[src/rtl/store_station_multi.sv]
// In-order store reservation station: a circular buffer of pending stores that
// snoops several broadcast channels and issues only the oldest entry once its operands are ready.
module store_station_multi #(
  parameter int DEPTH    = 4,
  parameter int DATA_W   = 32,
  parameter int LABEL_W  = 5,
  parameter int OP_W     = 5,
  parameter int NUM_BC   = 2,
  parameter int TAG_BASE = 8
) (
  input  logic                        clk,
  input  logic                        rstn,
  input  logic                        EXEable,
  input  logic                        WEN,
  input  logic [OP_W-1:0]             opCode,
  input  logic [OP_W-1:0]             func,
  input  logic [DATA_W-1:0]           dataIn1,
  input  logic [LABEL_W-1:0]          label1,
  input  logic [DATA_W-1:0]           dataIn2,
  input  logic [LABEL_W-1:0]          label2,
  input  logic [DATA_W-1:0]           Imm,
  input  logic                        flush,
  input  logic [NUM_BC-1:0]           BCEN,
  input  logic [NUM_BC*LABEL_W-1:0]   BClabel,
  input  logic [NUM_BC*DATA_W-1:0]    BCdata,
  output logic [OP_W-1:0]             opOut,
  output logic [OP_W-1:0]             funcOut,
  output logic [DATA_W-1:0]           dataOut1,
  output logic [DATA_W-1:0]           dataOut2,
  output logic [LABEL_W-1:0]          labelOut,
  output logic                        OutEn,
  output logic                        isFull,
  output logic [LABEL_W-1:0]          allocLabel
);

  localparam int PTR_W = (DEPTH > 1) ? $clog2(DEPTH) : 1;
  localparam int CNT_W = $clog2(DEPTH + 1);

  logic [PTR_W-1:0]   head_q, head_d, tail_q, tail_d;
  logic [CNT_W-1:0]   count_q, count_d;
  logic [DEPTH-1:0]   busy_q, busy_d;
  logic [OP_W-1:0]    op_q   [DEPTH-1:0];
  logic [OP_W-1:0]    op_d   [DEPTH-1:0];
  logic [OP_W-1:0]    func_q [DEPTH-1:0];
  logic [OP_W-1:0]    func_d [DEPTH-1:0];
  logic [DATA_W-1:0]  v1_q   [DEPTH-1:0];
  logic [DATA_W-1:0]  v1_d   [DEPTH-1:0];
  logic [DATA_W-1:0]  v2_q   [DEPTH-1:0];
  logic [DATA_W-1:0]  v2_d   [DEPTH-1:0];
  logic [DATA_W-1:0]  imm_q  [DEPTH-1:0];
  logic [DATA_W-1:0]  imm_d  [DEPTH-1:0];
  logic [LABEL_W-1:0] q1_q   [DEPTH-1:0];
  logic [LABEL_W-1:0] q1_d   [DEPTH-1:0];
  logic [LABEL_W-1:0] q2_q   [DEPTH-1:0];
  logic [LABEL_W-1:0] q2_d   [DEPTH-1:0];

  logic               out_en_q, out_en_d;
  logic [OP_W-1:0]    op_out_q, op_out_d, func_out_q, func_out_d;
  logic [DATA_W-1:0]  addr_q, addr_d, sdata_q, sdata_d;
  logic [LABEL_W-1:0] label_out_q, label_out_d;

  logic is_full, wr_ok, issue;

  // Label 0 means "no producer" and must never match a broadcast.
  function automatic logic bc_hit(input logic [LABEL_W-1:0] lbl);
    bc_hit = 1'b0;
    for (int c = 0; c < NUM_BC; c++) begin
      if (BCEN[c] && (lbl != '0) && (BClabel[c*LABEL_W +: LABEL_W] == lbl)) bc_hit = 1'b1;
    end
  endfunction

  // Scan from the top channel down so the lowest matching channel wins.
  function automatic logic [DATA_W-1:0] bc_val(input logic [LABEL_W-1:0] lbl);
    bc_val = '0;
    for (int c = NUM_BC - 1; c >= 0; c--) begin
      if (BCEN[c] && (BClabel[c*LABEL_W +: LABEL_W] == lbl)) bc_val = BCdata[c*DATA_W +: DATA_W];
    end
  endfunction

  assign is_full = (count_q == CNT_W'(DEPTH));
  assign wr_ok   = WEN && !is_full;
  assign issue   = busy_q[head_q] && (q1_q[head_q] == '0) && (q2_q[head_q] == '0) && EXEable;

  always_comb begin
    head_d      = head_q;
    tail_d      = tail_q;
    busy_d      = busy_q;
    op_d        = op_q;
    func_d      = func_q;
    v1_d        = v1_q;
    v2_d        = v2_q;
    imm_d       = imm_q;
    q1_d        = q1_q;
    q2_d        = q2_q;
    out_en_d    = 1'b0;
    op_out_d    = op_out_q;
    func_out_d  = func_out_q;
    addr_d      = addr_q;
    sdata_d     = sdata_q;
    label_out_d = label_out_q;

    for (int i = 0; i < DEPTH; i++) begin
      if (busy_q[i] && (q1_q[i] != '0) && bc_hit(q1_q[i])) begin
        v1_d[i] = bc_val(q1_q[i]);
        q1_d[i] = '0;
      end
      if (busy_q[i] && (q2_q[i] != '0) && bc_hit(q2_q[i])) begin
        v2_d[i] = bc_val(q2_q[i]);
        q2_d[i] = '0;
      end
    end

    if (issue) begin
      busy_d[head_q] = 1'b0;
      head_d         = head_q + PTR_W'(1);
      out_en_d       = 1'b1;
      op_out_d       = op_q[head_q];
      func_out_d     = func_q[head_q];
      addr_d         = v1_q[head_q] + imm_q[head_q];
      sdata_d        = v2_q[head_q];
      label_out_d    = LABEL_W'(TAG_BASE) + LABEL_W'(head_q);
    end

    // The tail slot is never the issuing head: issue needs count>0 and write needs count<DEPTH.
    if (wr_ok) begin
      busy_d[tail_q] = 1'b1;
      op_d[tail_q]   = opCode;
      func_d[tail_q] = func;
      imm_d[tail_q]  = Imm;
      if (bc_hit(label1)) begin
        v1_d[tail_q] = bc_val(label1);
        q1_d[tail_q] = '0;
      end else begin
        v1_d[tail_q] = dataIn1;
        q1_d[tail_q] = label1;
      end
      if (bc_hit(label2)) begin
        v2_d[tail_q] = bc_val(label2);
        q2_d[tail_q] = '0;
      end else begin
        v2_d[tail_q] = dataIn2;
        q2_d[tail_q] = label2;
      end
      tail_d = tail_q + PTR_W'(1);
    end

    count_d = count_q + CNT_W'(wr_ok) - CNT_W'(issue);

    if (flush) begin
      busy_d      = '0;
      head_d      = '0;
      tail_d      = '0;
      count_d     = '0;
      out_en_d    = 1'b0;
      op_out_d    = '0;
      func_out_d  = '0;
      addr_d      = '0;
      sdata_d     = '0;
      label_out_d = '0;
    end
  end

  always_ff @(posedge clk) begin
    if (!rstn) begin
      head_q      <= '0;
      tail_q      <= '0;
      count_q     <= '0;
      busy_q      <= '0;
      out_en_q    <= 1'b0;
      op_out_q    <= '0;
      func_out_q  <= '0;
      addr_q      <= '0;
      sdata_q     <= '0;
      label_out_q <= '0;
      for (int i = 0; i < DEPTH; i++) begin
        op_q[i]   <= '0;
        func_q[i] <= '0;
        v1_q[i]   <= '0;
        v2_q[i]   <= '0;
        imm_q[i]  <= '0;
        q1_q[i]   <= '0;
        q2_q[i]   <= '0;
      end
    end else begin
      head_q      <= head_d;
      tail_q      <= tail_d;
      count_q     <= count_d;
      busy_q      <= busy_d;
      out_en_q    <= out_en_d;
      op_out_q    <= op_out_d;
      func_out_q  <= func_out_d;
      addr_q      <= addr_d;
      sdata_q     <= sdata_d;
      label_out_q <= label_out_d;
      op_q        <= op_d;
      func_q      <= func_d;
      v1_q        <= v1_d;
      v2_q        <= v2_d;
      imm_q       <= imm_d;
      q1_q        <= q1_d;
      q2_q        <= q2_d;
    end
  end

  assign opOut      = op_out_q;
  assign funcOut    = func_out_q;
  assign dataOut1   = addr_q;
  assign dataOut2   = sdata_q;
  assign labelOut   = label_out_q;
  assign OutEn      = out_en_q;
  assign isFull     = is_full;
  assign allocLabel = LABEL_W'(TAG_BASE) + LABEL_W'(tail_q);

endmodule

[config.mk]
export PLATFORM = sky130hd
export DESIGN_NAME = store_station_multi
export DESIGN_NICKNAME = d
export VERILOG_FILES = /design/src/rtl/store_station_multi.sv
export SDC_FILE = /design/constraint.sdc
export NUM_CORES = 2
export LEC_CHECK = 0
export CAP_MARGIN = 20
export CORE_ASPECT_RATIO = 1.1
export CORE_MARGIN = 5
export CORE_UTILIZATION = 30
export DETAILED_ROUTE_END_ITERATION = 7
export SLEW_MARGIN = 20
export SYNTH_ARGS = -nofsm -noshare
export SYNTH_HDL_FRONTEND = slang
export SYNTH_SLANG_ARGS = --single-unit
export TNS_END_PERCENT = 20
[constraint.sdc]
create_clock -name clk -period 5.9 [get_ports clk]
set_clock_uncertainty 0.05 [all_clocks]
set_input_delay 0.885 -clock clk [delete_from_list [all_inputs] [get_ports clk]]
set_output_delay 0.885 -clock clk [all_outputs]
set_load 0.03 [all_outputs]
==> metrics.csv <==
stage,metric,value,unit
clocking,Resized Gates After CTS,0,
sta,Final period util,73.1,%
clocking,CTS max path bufs,3,
sta,FMAX,232,MHz
floorplanning,Ports,283,
clocking,Clk Tree Root Cell,clkbuf_16,
sta,Hold Fails Final Rpt,0,
cells_and_area,Seq. cell area,11100,µm²
cells_and_area,# nets final,4033,
setup_path,crit start category,flip-flop,
drt,ANT nets after route,0,
sta,worst slew pin tran,1150,ps
clocking,clk sinks,553,
clocking,clock-pin slew on the worst setup and hold paths,60,ps
drt,Final Routed Wirelength,121,mm
synthesis,leading post-synthesis cells by cell area,"dfxtp_1 (35%), nand2_1 (9.4%), mux2i_1 (8.0%), mux4_2 (7.4%), o211ai_1 (6.2%)",
synthesis,syn_area_per_cell,8.46,µm²
synthesis,post-synthesis cell count,3792,
setup_path,critical path startpoint,head_q[0],
setup_path,WP data required,6380,ps
power_and_ir_drop,pwr/cell area,246,nW/µm²
sta,unrepaired setup endpoints after global routing,false,
global_route,gr usage total,20.1,%
drt,# DRC,0,
setup_path,Worst setup EP type,flip-flop,
cells_and_area,final core utilization,35.7,%
setup_path,slowest cell delay on critical path,840,ps
setup_path,Crit Path Class,reg2reg,
sta,post-layout minimum cycle time,4310,ps
sta,pins over their slew limit,0,
synthesis,Netlist cell types,60,
run_status,status,"finished, final reports clean",
synthesis,Async SR Flop Fraction,0,%
setup_path,worst path cell trace,buf_12 > mux4_2 > ha_1 > a21oi_1 > o21ai_0 > o21ai_0 > a2111o_1 > a21oi_2 > nor3_1 > nand3b_1 > a21oi_1,
drt,vias per cell,5.43,
clocking,CTS H-tree depth,3,
synthesis,biggest area consumer among synthesized cells,dfxtp_1,
drt,Vias,28511,
floorplanning,Row Count,125,
setup_path,worst r2r src,head_q[0],
sta,WHS,401,ps
clocking,CTS tree,yes,
cells_and_area,"Area growth, synth to finish",17.9,%
global_route,vias in the first global route,27598,
clocking,Post-CTS Hold Buffers,0,
synthesis,Synth top area share,34.5,%
floorplanning,core area,106000,µm²
synthesis,sequential area share after synthesis,34.5,%
floorplanning,die height,353,µm
worst_hold_path,Hold Crit Class,reg2reg,
drt,Detailed Route Iter0 Violations,2604,
floorplanning,chip width,322,µm
power_and_ir_drop,Worst VDD drop,182,µV
global_route,first-pass GRT wire length,179,mm
sta,final setup TNS,0,ps
synthesis,Mapped Area,32100,µm²
synthesis,"Top FF cell, synth",dfxtp_1,
clocking,clk_lat worst skew,630,ps
placement,# port buffers,277,
worst_hold_path,hold path start,dataOut2[14],
setup_path,R2R depth,11,
floorplanning,Initial Util,30.3,%
drt,WL/cell,23.0,µm
worst_hold_path,Worst Hold Depth,2,
cells_and_area,layout cells sized above 1,8.35,%
placement,routability cong.,0.877,
floorplanning,Die Area,114000,µm²
global_route,initial antenna violation count,12,
setup_path,CP Data Arrival Time,4790,ps
sta,Worst slew margin,23.4,%
clocking,TritonCTS Buffers,67,
cells_and_area,"commonest non-fill, non-tap cell in the layout",nand2_1,
power_and_ir_drop,Design Power,9.29,mW
synthesis,synth warn,0,
cells_and_area,most frequent cells in the layout,"nand2_1 (799), dfxtp_1 (551), and2_1 (299)",
job,# Max-Cap Violations,0,
setup_path,CP max FO,34,
sta,Setup Viol. Count Final,0,
setup_path,worst r2r dst,dataOut1[27],
placement,Post-DP HPWL,77.9,mm
synthesis,register bit total from synthesis,553,
worst_hold_path,Min-Delay Endpoint,dataOut2[14],
synthesis,number of synthesized flops with an enable pin,0,
global_route,global route overflow,0,
setup_path,slowest CP cell,dfxtp_4,
cells_and_area,Fill cells,10875,
clocking,Post-CTS Setup Bufs,0,
drt,drt pass-1 iters,5,
cells_and_area,multi-input logic area,19300,µm²
global_route,largest net degree at the start of global routing,183,
power_and_ir_drop,P_leak,12.4,nW
setup_path,"reg-to-reg slack, setup",1590,ps
-- worst max-delay path, delay by kind of cell, from the launching register on --
| family | cells | cell delay (ps) |
|---|---|---|
| AOI/OAI and AO/OA | 6 | 1610 |
| DFF | 1 | 840 |
| muxes | 1 | 600 |
| adders and majority gates | 1 | 430 |
| buffers and inverters | 1 | 330 |
| and+or+nand+nor | 2 | 330 |
-- synthesized netlist by cell type, drive strengths merged, types with 2 or more instances --
master,number
nand2b,3
a21o,22
o221a,8
nor2,31
or3,5
mux4,105
o22ai,104
nand3,13
nand4,8
and3,23
a211oi,9
o211a,3
and2,303
ha,41
dfxtp,553
inv,16
o22a,64
o31a,2
nor3,6
xnor2,43
a31oi,8
nor4,25
buf,141
mux2i,257
o21bai,3
o311ai,2
o211ai,264
conb,2
and4,2
or4,9
xor2,87
nand3b,3
o21a,4
a21boi,169
a21oi,97
o221ai,2
o21ai,270
clkbuf,269
nand2,803
fa,2
nor2b,4
-- area by class of cell --
| type | instances | area share (%) |
|---|---|---|
| clock inverter | 24 | 0.867 |
| sequential | 553 | 29.3 |
| clock buffer | 98 | 5.17 |
| tap | 1397 | 4.62 |
| multi-input combinational | 2816 | 51.1 |
| antenna | 5 | 0.0331 |
| inverter | 16 | 0.165 |
| timing repair buffer | 339 | 8.74 |
-- metrics by stage --
| step | instances | setup slack [ps] | area, µm² |
|---|---|---|---|
| after detailed placement | 5121 | 1360 | 35500 |
| after floorplan | 3795 | 1590 | 32100 |
| after global placement | 5121 | 1420 | 35500 |
| after CTS | 5243 | 1600 | 37800 |
| after global routing | 5244 | 1320 | 37800 |
| final | 5248 | 1590 | 37800 |
-- flip-flops by register name (all words and copies together) (netlist names), 20 cells and up --
register	flops
dataOut1	32
dataOut2	32
func_q	20
imm_q	128
op_q	20
q1_q	20
q2_q	20
v1_q	128
v2_q	128
-- logic make-up (layout without fill, tap and decap cells) --
group                      after synthesis  after routing  share of synthesized area, %
other                                    2             10                        0.0234
xor gates and xnor gates               130            130                          3.55
and+or+nand+nor                       1240           1240                          17.7
buffers and inverters                  426            477                          5.58
AOI/OAI and AO/OA                     1036           1036                          21.5
adders and majority gates               43             43                          1.72
muxes                                  362            362                          15.4
DFF                                    553            553                          34.5
-- how the worst max path moves through the flow --
| stage | slack (ps) | endpoint | cells past startpoint |
|---|---|---|---|
| 5_1_grt | 1320 | dataOut1[27] | 11 |
| 3_3_place_gp | 1420 | v2_q[55] | 8 |
| 2_1_floorplan | 1590 | dataOut1[24] | 14 |
| 3_5_place_dp | 1360 | v2_q[119] | 8 |
| 6_report | 1590 | dataOut1[27] | 11 |
| 4_1_cts | 1600 | dataOut1[27] | 11 |
-- power by group --
part | internal (mW) | leakage, nW | total (mW) | switching [mW]
Sequential | 3.82 | 4.48 | 3.87 | 0.0552
Combinational | 0.441 | 6.81 | 1.09 | 0.648
Clock | 2.58 | 1.11 | 4.32 | 1.74
-- layer usage --
layer	wire (µm)	GRT usage, %	vias up
li1	-	-	13383
met1	52200	26.9	13865
met2	56100	33.1	1048
met4	3090	5.58	12
met5	82	0	-
met3	9020	4.15	203
Power figures use the tool's default switching activity.
